`config.mk`:
```
export PLATFORM = sky130hd
export DESIGN_NAME = uart_rx_operand_ctrl
export DESIGN_NICKNAME = d
export VERILOG_FILES = /design/src/rtl/uart_rx_operand_ctrl.sv
export SDC_FILE = /design/constraint.sdc
export NUM_CORES = 1
export LEC_CHECK = 0
export ABC_AREA = 1
export BUFFER_PORTS_ARGS = -buffer_cell sky130_fd_sc_hd__buf_2
export CORE_AREA = 3 3 91 102
export CTS_BUF_LIST = sky130_fd_sc_hd__clkbuf_4 sky130_fd_sc_hd__clkbuf_8
export DETAILED_ROUTE_END_ITERATION = 10
export DIE_AREA = 0 0 94 105
export GPL_TIMING_DRIVEN = 0
export HOLD_SLACK_MARGIN = 0.06
export MAX_ROUTING_LAYER = met4
export PLACE_DENSITY = 0.74
export SKIP_LAST_GASP = 1
export SYNTH_ARGS = -nofsm -noshare
export SYNTH_HDL_FRONTEND = slang
export SYNTH_SLANG_ARGS = --single-unit
```
`constraint.sdc`:
```
create_clock -name i_clk -period 2.3 [get_ports i_clk]
set_input_delay 0.345 -clock i_clk [delete_from_list [all_inputs] [get_ports i_clk]]
set_output_delay 0.345 -clock i_clk [all_outputs]
set_load 0.05 [all_outputs]
```
`src/rtl/uart_rx_operand_ctrl.sv`:
```
// -----------------------------------------------------------------------------
// uart_rx_operand_ctrl
//
// Collects bytes from a UART receiver into two little-endian operand words
// (A, then B) and presents them as a pair to a downstream consumer.
//
// Handshake: o_op_valid is high exactly while a complete pair is held; the
// pair is consumed on a clock edge where o_op_valid && i_op_ready, and the
// operands stay stable until that edge. Incoming bytes are one-cycle i_rx_done
// pulses with no ready of their own: a byte that arrives while a pair is held
// and not being consumed is dropped and reported on o_overrun.
//
// Optional feature (macro UART_RX_TIMEOUT_EN): an inter-byte timeout counted
// in i_stick ticks. Once a frame is under way, TIMEOUT_TICKS ticks without a
// new byte discard the partial frame and pulse o_timeout. Without the macro
// there is no counter, o_timeout is tied low and a partial frame waits forever.
//
// Parameters
//   SIZE_DATA       UART byte width
//   BYTES_PER_WORD  bytes per operand word (>= 1)
//   TIMEOUT_TICKS   i_stick ticks allowed between bytes of one frame (>= 1)
//
// Ports
//   i_clk        clock
//   i_rst_n      asynchronous active-low reset
//   i_stick      baud-rate tick (one-cycle pulse), used only by the timeout
//   i_clear      synchronous abort, discards the partial frame / held pair
//   i_rx_data    received byte
//   i_rx_done    one-cycle pulse, i_rx_data valid
//   o_rx_en      receiver enable (high from the first edge after reset)
//   o_fifo_full  backpressure to the receiver while a pair is held
//   o_op_a       operand A
//   o_op_b       operand B
//   o_op_valid   operand pair valid
//   i_op_ready   consumer accepts the operand pair
//   o_overrun    one-cycle pulse, a byte was dropped
//   o_timeout    one-cycle pulse, a partial frame was discarded
//   o_dbg_state  FSM state (0 COLLECT_A, 1 COLLECT_B, 2 VALID)
//   o_dbg_cnt    byte counter within the active operand
// -----------------------------------------------------------------------------
module uart_rx_operand_ctrl #(
  parameter int SIZE_DATA      = 8,
  parameter int BYTES_PER_WORD = 4,
  parameter int TIMEOUT_TICKS  = 2048
) (
  input  logic                                i_clk,
  input  logic                                i_rst_n,
  input  logic                                i_stick,
  input  logic                                i_clear,
  input  logic [SIZE_DATA-1:0]                i_rx_data,
  input  logic                                i_rx_done,
  output logic                                o_rx_en,
  output logic                                o_fifo_full,
  output logic [SIZE_DATA*BYTES_PER_WORD-1:0] o_op_a,
  output logic [SIZE_DATA*BYTES_PER_WORD-1:0] o_op_b,
  output logic                                o_op_valid,
  input  logic                                i_op_ready,
  output logic                                o_overrun,
  output logic                                o_timeout,
  output logic [1:0]                          o_dbg_state,
  output logic [7:0]                          o_dbg_cnt
);

  localparam int WORD_W = SIZE_DATA * BYTES_PER_WORD;
  localparam int CNT_W  = (BYTES_PER_WORD > 1) ? $clog2(BYTES_PER_WORD) : 1;
  localparam logic [CNT_W-1:0] LAST_LANE = CNT_W'(BYTES_PER_WORD - 1);

  typedef enum logic [1:0] {
    COLLECT_A = 2'd0,
    COLLECT_B = 2'd1,
    VALID     = 2'd2
  } state_t;

  state_t           state;
  logic [CNT_W-1:0] cnt;

  // State/lane an incoming byte is applied to this cycle. A handshake or a
  // timeout restarts the frame first, so a byte in the same cycle becomes
  // byte 0 of the new operand A.
  state_t           eff_state;
  logic [CNT_W-1:0] eff_cnt;
  logic             take_byte;
  logic [WORD_W-1:0] merged;
  logic             to_hit;

`ifdef UART_RX_TIMEOUT_EN
  localparam int TO_W = (TIMEOUT_TICKS > 1) ? $clog2(TIMEOUT_TICKS + 1) : 1;
  logic [TO_W-1:0] to_cnt;
  logic            to_armed;

  // Armed only once a frame has started (at least one byte received).
  assign to_armed = (state == COLLECT_B) ||
                    ((state == COLLECT_A) && (cnt != '0));
  assign to_hit   = to_armed && i_stick && (to_cnt == TO_W'(TIMEOUT_TICKS - 1));

  always_ff @(posedge i_clk or negedge i_rst_n) begin
    if (!i_rst_n) begin
      to_cnt <= '0;
    end else if (i_clear || to_hit || take_byte || !to_armed) begin
      to_cnt <= '0;
    end else if (i_stick) begin
      to_cnt <= to_cnt + 1'b1;
    end
  end
`else
  logic unused_stick;
  assign unused_stick = i_stick;
  assign to_hit       = 1'b0;
`endif

  always_comb begin
    eff_state = state;
    eff_cnt   = cnt;
    if (to_hit || ((state == VALID) && i_op_ready)) begin
      eff_state = COLLECT_A;
      eff_cnt   = '0;
    end
  end

  assign take_byte = i_rx_done && (eff_state != VALID);

  // Active operand with the incoming byte dropped into lane eff_cnt.
  always_comb begin
    merged = (eff_state == COLLECT_B) ? o_op_b : o_op_a;
    for (int l = 0; l < BYTES_PER_WORD; l++) begin
      if (eff_cnt == CNT_W'(l)) begin
        merged[l*SIZE_DATA +: SIZE_DATA] = i_rx_data;
      end
    end
  end

  always_ff @(posedge i_clk or negedge i_rst_n) begin
    if (!i_rst_n) begin
      state       <= COLLECT_A;
      cnt         <= '0;
      o_op_a      <= '0;
      o_op_b      <= '0;
      o_op_valid  <= 1'b0;
      o_fifo_full <= 1'b0;
      o_rx_en     <= 1'b0;
      o_overrun   <= 1'b0;
      o_timeout   <= 1'b0;
    end else begin
      o_rx_en <= 1'b1;
      if (i_clear) begin
        // Abort wins over bytes, handshakes and timeouts; operands are kept.
        state       <= COLLECT_A;
        cnt         <= '0;
        o_op_valid  <= 1'b0;
        o_fifo_full <= 1'b0;
        o_overrun   <= 1'b0;
        o_timeout   <= 1'b0;
      end else begin
        o_overrun <= i_rx_done && (eff_state == VALID);
        o_timeout <= to_hit;
        if (take_byte) begin
          if (eff_state == COLLECT_A) begin
            o_op_a <= merged;
          end else begin
            o_op_b <= merged;
          end
          if (eff_cnt == LAST_LANE) begin
            cnt <= '0;
            if (eff_state == COLLECT_A) begin
              state       <= COLLECT_B;
              o_op_valid  <= 1'b0;
              o_fifo_full <= 1'b0;
            end else begin
              state       <= VALID;
              o_op_valid  <= 1'b1;
              o_fifo_full <= 1'b1;
            end
          end else begin
            state       <= eff_state;
            cnt         <= eff_cnt + 1'b1;
            o_op_valid  <= 1'b0;
            o_fifo_full <= 1'b0;
          end
        end else begin
          state       <= eff_state;
          cnt         <= eff_cnt;
          o_op_valid  <= (eff_state == VALID);
          o_fifo_full <= (eff_state == VALID);
        end
      end
    end
  end

  assign o_dbg_state = state;
  assign o_dbg_cnt   = 8'(cnt);

endmodule

```
==> out/results.ini, run 1 <==
[setup_path]
critical_path.most_common_cell=nand2_1
crit_family=simple AND/OR/NAND/NOR gates
cpMaxStageDelayCell=dfrtp_1
slowest_delay_ps=400
worst_r2r_path_depth=10
crit_type=register to register
crit_buf_inv=3
r2r-start=o_dbg_state[0]
crit_start=o_dbg_state[0]
cp-start-kind=register
cp_cell_sequence=inv_2 > nand3_1 > buf_2 > nand2_1 > ha_1 > inv_1 > nand3_1 > nand2_1 > nand2_1 > nand2_1
arrival_ps=2220
worstPathRequired_ps=2550
reg2reg_slack_ps=320
endpoint_kind=register
crit_fanout=10
r2r-end=o_op_b[2]

[detailed_routing]
vias_per_cell=5.17
dr.first_iter.drc_count=252
via_count=3974
wirelength_um=11300
post_drt_wl_per_cell_um=14.6
drc_errors=0
firstDrtPassIters=5
ant_nets=0

[placement]
dpl.hpwl_um=8180
place_area_sq_um=4510
gp_congestion=0.888
port_buffers=84
dp_cells=754

[power_and_ir_drop]
switching_share=0.421
seq_power_share=0.359
p_leak_nw=2.93
netSwitchingPower_mw=1.89
power_frac_comb=0.363
ir_drop_uv=484
pwr-share-clk=0.278
p_per_area_nw_per_um2=941
power.internal_mw=2.59

[hold_path]
hold_path_class=primary input to register
hold_depth=2
min_from=i_clear
min_to=o_dbg_state[1]

[timing]
setup_viol=0
tns_ps=0
max_freq_ghz=0.506
worst_pin_slew_ps=581
fin_crit_ps=1980
hold_viol=0
slew_violations=0
finalClockSkew_ps=7.04
hold-worst-slack_ps=219
slew_headroom=0.612
period_share=0.860
rsz0062_at_grt=no

[synth]
synth_compound_area_frac=0.00642
synth_edf_count=0
synth_top_area_frac=0.456
netlist_instances=552
async_flop_share=1.00
netlist_area_sq_um=3900
synthFlopType=dfrtp_1
yosys.area.top_type=dfrtp_1
synth_most_common_cell=nand2_1
synth-simple-area-share=0.428
ys_seq_elements=71
synth_fa_ha_area_frac=0.00642
seq_area_frac_synth=0.456
synth_xor_area_frac=0
ys.warnings.count=0
synthTopCellsByArea=dfrtp_1 46%, nand2_1 26%, nand3_1 7.3%, nand3b_1 6.2%, inv_1 4.7%
ys_top_cells_by_count=269 x nand2_1, 71 x dfrtp_1, 57 x nand3_1, 49 x inv_1, 32 x nand3b_1
synth_mux_area_frac=0
synth_cell_types=19
avgSynthCellArea_sq_um=7.06
synth_top_family_by_area=simple AND/OR/NAND/NOR gates

[global_route]
grt_pass1_wl_um=18900
overflow=0
grt_pass1_vias=3899
grt_antenna_before_repair=0
grt_max_degree=47
track_usage=0.246

[cts]
cts_tree=built
clockRootBuffer=clkbuf_8
clock_sinks=71
clk_pin_slew_ps=70
cts_max_level=3
cts_buffers=9
cts_max_path_buffers=2
insertion_delay_ps=360

[final_layout]
seqCellArea_sq_um=1780
nets=669
multi_input_area_sq_um=1750
drive_gt1_frac=0.202
fill_cells=798
antenna_cells=0
final_area_sq_um=4760
area_delta_synth_final_pct=22.1
fin_cells=769

[die]
io_pins=93
dieArea_sq_um=9870
rows=35
core_sq_um=8320
initial_core_util=0.468
die_w_um=94
die_y_um=105

[run_status]
outcome=complete, no violations

[flow_run]
maxCapViolations=0

==> layout by cell type (no fill, tap or decap), drive strengths merged <==
master,Yosys,routed
bufinv,0,3
nand4,16,16
nand3b,32,32
dlygate4sd3,0,1
nor2,5,5
nor3,1,1
clkinvlp,0,1
inv,56,56
dfrtp,71,71
nand3,57,57
clkbuf,12,20
a21oi,1,1
clkinv,0,2
ha,2,2
conb,2,8
o21ai,4,4
buf,24,109
nand2,269,269
==> worst max-delay path by stage <==
stage          slack (ps)  cells past startpoint          to
2_1_floorplan         160                     12  o_op_a[24]
3_3_place_gp          140                     12  o_op_a[26]
3_5_place_dp           80                     12  o_op_b[27]
4_1_cts                70                     11  o_op_a[31]
5_1_grt                90                     10   o_op_b[2]
6_report              320                     10   o_op_b[2]
==> cell families (layout without fill, tap and decap cells) <==
kind of cell	Yosys count	count (layout)
simple gates	380	380
buf+inv	92	192
flops	71	71
compound gates	5	5
fa+ha+maj	2	2
other cells	2	8
==> layout make-up <==
class	instances	share of cell area
Multi-Input combinational cell	395	0.368
Timing Repair Buffer	86	0.0967
Inverter	56	0.0442
Tap cell	111	0.0292
Buffer	34	0.0376
Sequential cell	71	0.373
Clock buffer	10	0.0289
Clock inverter	6	0.0226
==> metal layers <==
metal / global-route usage / share of wire
met5: - / 0
met4: 0.0815 / 0.012
met3: 0.0245 / 0.075
met2: 0.400 / 0.49
met1: 0.321 / 0.42
==> sequential cells by signal (all words and copies together), names as in the netlist <==
| register | count |
|---|---|
| o_op_a | 32 |
| o_op_b | 32 |
| cnt | 2 |
| o_dbg_state | 2 |
| o_op_valid | 1 |
| o_overrun | 1 |
| o_rx_en | 1 |
==> stage by stage <==
step | utilization | total power, mW | worst slack [ps]
after global placement | 0.538 | 3.21 | 141
after floorplan | - | 2.85 | 163
final | 0.572 | 4.48 | 322
after global routing | 0.572 | 4.70 | 94.9
after CTS | 0.573 | 4.50 | 71.9
after detailed placement | 0.542 | 3.25 | 79.3
==> repair_timing <==
item,4_1_cts,5_1_grt
setup endpoints to repair,0,23
hold buffers,1,0
hold endpoints to repair,25,0
buffers inserted,0,0
resized for setup,0,1
==> power by group through the flow <==
stage	logic, mW	registers [mW]	clock network (mW)
after floorplan	0.538	2.31	0
after global placement	1.59	1.62	0
after detailed placement	1.62	1.63	0
after CTS	1.63	1.61	1.26
after global routing	1.76	1.64	1.30
final	1.63	1.61	1.24
Power figures use the tool's default switching activity.
==> inputs of run 2 (changes only) <==
Settings changed: CORE_AREA 3 3 91 102 to 3 3 92 103, DIE_AREA 0 0 94 105 to 0 0 95 106, PLACE_DENSITY 0.74 to 0.73.
==> run 2 against run 1 <==
  * Clock skew rose by 4.8 ps
  * Critical path depth fell by 1
  * Clock power fell by 6%
  * Highest routed layer unchanged
  * Utilization fell by 1.1 points
  * Total power fell by 2.0%
  * Die area rose by 2.0%
  * Combinational power barely moved
  * Setup slack got worse by 140 ps
  * Largest cell class unchanged
  * Largest power group unchanged
  * Via count rose by 0.13%
==> out/results.ini, run 2 (synthesis gave the netlist of run 1 again) <==
[run_status]
outcome=complete, no violations

[detailed_routing]
wirelength_um=10800  ; -3.7%
dr.first_iter.drc_count=295  ; +17%
vias_per_cell=5.17  ; +0.13%
via_count=3979  ; +0.13%
post_drt_wl_per_cell_um=14.1  ; -3.7%
firstDrtPassIters=5  ; unchanged
drc_errors=0  ; unchanged
ant_nets=0  ; unchanged

[die]
rows=35  ; unchanged
die_w_um=95  ; +1.1%
die_y_um=106  ; +0.95%
core_sq_um=8450  ; +1.6%
io_pins=93  ; unchanged
initial_core_util=0.461  ; -0.00728
dieArea_sq_um=10100  ; +2.0%

[setup_path]
reg2reg_slack_ps=180  ; -140 ps
endpoint_kind=register
crit_buf_inv=3  ; unchanged
endpoint=o_op_b[25]
crit_type=register to register
crit_family=buffers and inverters
arrival_ps=2360  ; +140 ps
cp-start-kind=register
crit_start=cnt[0]
cp_cell_sequence=clkbuf_1 > nand2_1 > inv_1 > ha_1 > inv_1 > nand3_1 > nand2_1 > nand2_1 > nand2_1
crit_cells=9  ; -1
worstPathRequired_ps=2540  ; about the same
cpMaxStageDelayCell=dfrtp_1
r2r-start=cnt[0]
slowest_delay_ps=450  ; +50 ps
critical_path.most_common_cell=nand2_1
crit_fanout=10  ; unchanged
worst_r2r_path_depth=9  ; -1
r2r-end=o_op_b[25]

[timing]
slew_headroom=0.644  ; +0.0316
period_share=0.921  ; +0.0607
setup_viol=0  ; unchanged
fin_crit_ps=2120  ; +140 ps
rsz0062_at_grt=yes
slew_violations=0  ; unchanged
tns_ps=0  ; unchanged
max_freq_ghz=0.472  ; -6.6%
finalClockSkew_ps=11.9  ; +4.82 ps
worst_pin_slew_ps=534  ; -47.4 ps
hold_viol=0  ; unchanged

[cts]
cts_setup_buffers=0  ; unchanged
cts_tree=built
insertion_delay_ps=360  ; about the same
clk_pin_slew_ps=80  ; about the same
cts_max_path_buffers=2  ; unchanged
ctsResizeCount=0  ; unchanged
clock_sinks=71  ; unchanged
cts_buffers=9  ; unchanged
clockRootBuffer=clkbuf_8
cts_max_level=3  ; unchanged

[hold_path]
hold_path_class=primary input to register

[power_and_ir_drop]
p_leak_nw=2.92  ; -0.29%
ir_drop_uv=541  ; +12%
p_per_area_nw_per_um2=925  ; -1.7%
power.total_mw=4.39  ; -2.0%

[global_route]
grt_antenna_before_repair=0  ; unchanged
grt_pass1_vias=3805  ; -2.4%
overflow=0  ; unchanged
grt_max_degree=57  ; +21%
track_usage=0.237  ; -0.00848
grt_pass1_wl_um=18400  ; -2.4%

[final_layout]
final_cell_mix=269 x nand2_1, 97 x buf_2, 71 x dfrtp_1
reg_top3=o_op_a x32, o_op_b x32
drive_gt1_frac=0.201  ; -0.00152
antenna_cells=0  ; unchanged
mostFrequentLayoutCell=nand2_1
nets=669  ; unchanged
area_delta_synth_final_pct=21.7
fill_cells=807  ; +1.1%

[flow_run]
maxCapViolations=0  ; unchanged

[placement]
port_buffers=84  ; unchanged
gp_congestion=0.864  ; -2.7%
dpl.hpwl_um=7920  ; -3.2%

run 2: changes by cell type in the layout (fill, tap and decap cells not counted):
| cell | previous run | this run |
|---|---|---|
| bufinv_16 | 3 | 2 |
| clkbuf_8 | 10 | 11 |
| clkinv_2 | 2 | 1 |
| clkinvlp_4 | 1 | 2 |
| ha_1 | 1 | 2 |
| ha_2 | 1 | 0 |
run 2: how the worst min path moves through the flow:
| stage | start | to | depth (start not counted) |
|---|---|---|---|
| 4_1_cts | i_clear | cnt[1] | 2 |
| 3_3_place_gp | o_op_b[13] | o_op_b[13] | 2 |
| 5_1_grt | i_clear | cnt[1] | 2 |
| 2_1_floorplan | i_rst_n | cnt[0] | 0 |
| 6_report | i_clear | cnt[1] | 2 |
| 3_5_place_dp | i_rst_n | o_op_b[10] | 1 |
run 2: cell type report:
class | count | area (sq um) | share of cell area
flip-flops and latches | 71 | 1780 | 0.375
multi-input cells | 395 | 1750 | 0.368
repair buffers | 86 | 460 | 0.0971
inverters | 56 | 210 | 0.0443
plain buffers | 34 | 179 | 0.0377
clock buffers | 11 | 151 | 0.0319
well taps | 111 | 139 | 0.0293
clock inverters | 5 | 80.1 | 0.0169
run 2: timing repair:
item                       CTS  global route
hold endpoints to repair    15             0
setup endpoints to repair    0            19
hold buffers                 1             0
run 2: per-stage QoR:
step	utilization	cell area (sq um)	cells	worst slack, ps	hold WS [ps]
after global placement	0.530	4480	753	134	478
after detailed placement	0.534	4510	754	86.2	231
after CTS	0.562	4750	771	91.9	189
after global routing	0.561	4740	769	-7.08	221
final	0.561	4740	769	182	203
after floorplan	-	3920	558	163	49.4
run 2: power by group:
group	internal, mW	total (mW)	leakage [nW]	switching, mW
registers	1.45	1.61	0.944	0.164
logic	0.399	1.62	1.87	1.22
clock network	0.668	1.16	0.112	0.492
run 2: worst register-to-register path, cell delays in order, from the launching register on:
cell and delay (ps):
dfrtp_1 450, clkbuf_1 350, nand2_1 190, inv_1 90, ha_1 360, inv_1 240, nand3_1 130, nand2_1 80
nand2_1 60, nand2_1 50
run 2: layer usage:
layer,GRT usage,share of wire
met3,0.0418,0.074
met1,0.320,0.44
met5,-,0
met2,0.362,0.47
met4,0.0794,0.016
==> inputs of run 3 (changes only) <==
Settings changed: ABC_AREA 1 to unset, CAP_MARGIN set to 25, CORE_AREA 3 3 92 103 to 3 3 87 97, DIE_AREA 0 0 95 106 to 0 0 90 100, PLACE_DENSITY 0.73 to 0.74.
==> run 3 against run 2 <==
  * Total power is 7.0% lower
  * Final area is 11% lower
  * Hold slack worse by 92 ps
  * Final cell count is 34% lower
  * Utilization is 0.21 points higher
  * Synthesized cell count is 45% lower
  * Die area is 11% lower
  * First-iteration DRC count is 60% lower
  * Largest power group is now registers
  * Sequential power hardly changed
==> out/results.ini, run 3 <==
[final_layout]
drive_gt1_frac=0.388  ; +0.187
mostFrequentLayoutCell=buf_2
nets=416  ; -38%
final_area_sq_um=4230  ; -11%
final_cell_mix=89 x buf_2, 71 x dfrtp_1, 31 x mux2_2
antenna_cells=0  ; unchanged
reg_top3=o_op_a x32, o_op_b x32
area_delta_synth_final_pct=22.4

[timing]
period_share=0.930  ; +0.00936
max_freq_ghz=0.467  ; -1.0%
fin_crit_ps=2140  ; +21.5 ps
hold_viol=0  ; unchanged
finalClockSkew_ps=4.96  ; -6.90 ps
hold-worst-slack_ps=111  ; -92.4 ps
worst_pin_slew_ps=884  ; +350 ps
slew_violations=0  ; unchanged
setup_viol=0  ; unchanged
slew_headroom=0.411  ; -0.233
rsz0062_at_grt=no
tns_ps=0  ; unchanged

[power_and_ir_drop]
power.total_mw=4.08  ; -7.0%
power.internal_mw=2.37  ; -5.7%
p_per_area_nw_per_um2=964  ; +4.2%
pwr-share-clk=0.245  ; -0.019
switching_share=0.419  ; -0.00836
ir_drop_uv=579  ; +7.0%
seq_power_share=0.399  ; +0.032
power_frac_comb=0.356  ; -0.013
p_leak_nw=2.04  ; -30%
netSwitchingPower_mw=1.71  ; -8.8%

[cts]
cts_max_path_buffers=2  ; unchanged
cts_buffers=9  ; unchanged
clk_pin_slew_ps=80  ; about the same
clockRootBuffer=clkbuf_8
insertion_delay_ps=350  ; about the same
cts_hold_buf=0  ; -1
cts_tree=built
cts_max_level=3  ; unchanged
clock_sinks=71  ; unchanged

[global_route]
grt_pass1_vias=2842  ; -25%
grt_max_degree=72  ; +26%
track_usage=0.216  ; -0.0212
overflow=0  ; unchanged
grt_antenna_before_repair=0  ; unchanged
grt_pass1_wl_um=14800  ; -20%

[synth]
synth_edf_count=0  ; unchanged
ys_seq_elements=71  ; unchanged
ys_top_cells_by_count=71 x dfrtp_1, 31 x mux2_2, 20 x o22ai_1, 19 x nand2b_1, 18 x o2bb2ai_1
synth_most_common_cell=dfrtp_1
synthTopCellsByArea=dfrtp_1 51%, mux2_2 10%, o2bb2ai_1 4.6%, and3b_1 4.3%, o22ai_1 3.6%
async_flop_share=1.00  ; unchanged
avgSynthCellArea_sq_um=11.5  ; +62%
seq_area_frac_synth=0.514  ; +0.0579
ys.warnings.count=0  ; unchanged
netlist_instances=302  ; -45%
synthFlopType=dfrtp_1
synth_cell_types=39  ; +20
synth_top_area_frac=0.514  ; +0.0579
yosys.area.top_type=dfrtp_1
netlist_area_sq_um=3460  ; -11%

[setup_path]
worstPathRequired_ps=2540  ; about the same
r2r-start=cnt[1]
reg2reg_slack_ps=160  ; -20 ps
crit_type=register to register
worst_r2r_path_depth=6  ; -3
endpoint_kind=register
crit_start=cnt[1]
crit_family=simple AND/OR/NAND/NOR gates
r2r-end=o_op_b[27]
slowest_delay_ps=480  ; +30 ps
crit_buf_inv=1  ; -2
cp-start-kind=register
crit_fanout=10  ; unchanged
arrival_ps=2370  ; about the same
cp_cell_sequence=clkbuf_1 > and2_1 > ha_1 > nand4b_1 > o22ai_1 > a21oi_1
cpMaxStageDelayCell=dfrtp_1

[detailed_routing]
drc_errors=0  ; unchanged
dr.first_iter.drc_count=118  ; -60%
via_count=2869  ; -28%
firstDrtPassIters=4  ; -1
ant_nets=0  ; unchanged
vias_per_cell=5.63  ; +8.7%
wirelength_um=9280  ; -14%
post_drt_wl_per_cell_um=18.2  ; +29%

[die]
core_sq_um=7510  ; -11%
rows=33  ; -5.7%
initial_core_util=0.460  ; -0.000933
die_y_um=100  ; -5.7%
die_w_um=90  ; -5.3%
io_pins=93  ; unchanged
dieArea_sq_um=9000  ; -11%

[placement]
gp_congestion=0.862  ; -0.21%
dpl.hpwl_um=6430  ; -19%
place_area_sq_um=4030  ; -11%
port_buffers=83  ; -1.2%

[hold_path]
hold_path_class=primary input to async pin

[run_status]
outcome=complete, no violations

[flow_run]
maxCapViolations=0  ; unchanged

run 3: cell types whose count changed after synthesis, moves of 16 or more:
cell and delta:
and3b_1 +17, nand2_1 -264, a31oi_1 +16, o2bb2ai_1 +18, o22ai_1 +20, nand3b_1 -31
nand3_1 -56, inv_1 -48, mux2_2 +31, nand2b_1 +19
run 3: logic make-up after synthesis:
kind of cell | count (synthesis) | share of synthesized area
flip-flops | 71 | 0.514
buffers and inverters | 32 | 0.0481
AO/OA/AOI/OAI | 81 | 0.162
other | 2 | 0.00217
multiplexers | 33 | 0.107
adder cells (fa/ha/maj) | 2 | 0.00723
AND/OR/NAND/NOR | 81 | 0.160
run 3: through the flow:
stage	utilization	std cells	worst slack [ps]
2_1_floorplan	-	308	36.2
3_3_place_gp	0.536	496	-15.6
3_5_place_dp	0.536	496	-54.9
4_1_cts	0.562	511	70.9
5_1_grt	0.563	510	6.15
6_report	0.563	510	161
run 3: timing repair:
action	4_1_cts	5_1_grt
buffers inserted	0	0
endpoints found under the setup margin	8	23
resized for setup	0	6
gates cloned	0	0
run 3: layout make-up:
class                      count  area, sq um
clock buffer                  10          138
inverter                       1         3.75
tap                          105          131
buffer                        29          158
sequential                    71         1780
fill                         712         3280
timing repair buffer          83          418
multi-input combinational    205         1550
clock inverter                 6         60.1
run 3: power groups by stage:
stage	logic (mW)	registers (mW)	clock network, mW
after floorplan	0.360	2.36	0
after CTS	1.46	1.62	1.01
after global routing	1.52	1.65	1.06
after detailed placement	1.46	1.64	0
after global placement	1.44	1.63	0
final	1.45	1.63	1.00
run 3: how the worst max path moves through the flow:
stage	to	cells after the start	slack [ps]
2_1_floorplan	o_op_a[30]	8	40
3_3_place_gp	o_op_a[0]	8	-20
3_5_place_dp	o_op_a[7]	8	-50
4_1_cts	o_op_a[30]	8	70
5_1_grt	o_op_b[29]	8	6
6_report	o_op_b[27]	6	160
run 3: metal layers:
layer / global-route usage / routed length (um) / vias to the layer above
li1: - / - / 1306
met1: 0.284 / 4080 / 1444
met2: 0.333 / 4490 / 107
met3: 0.0480 / 567 / 12
met4: 0.0766 / 141 / 0
met5: - / 0 / -
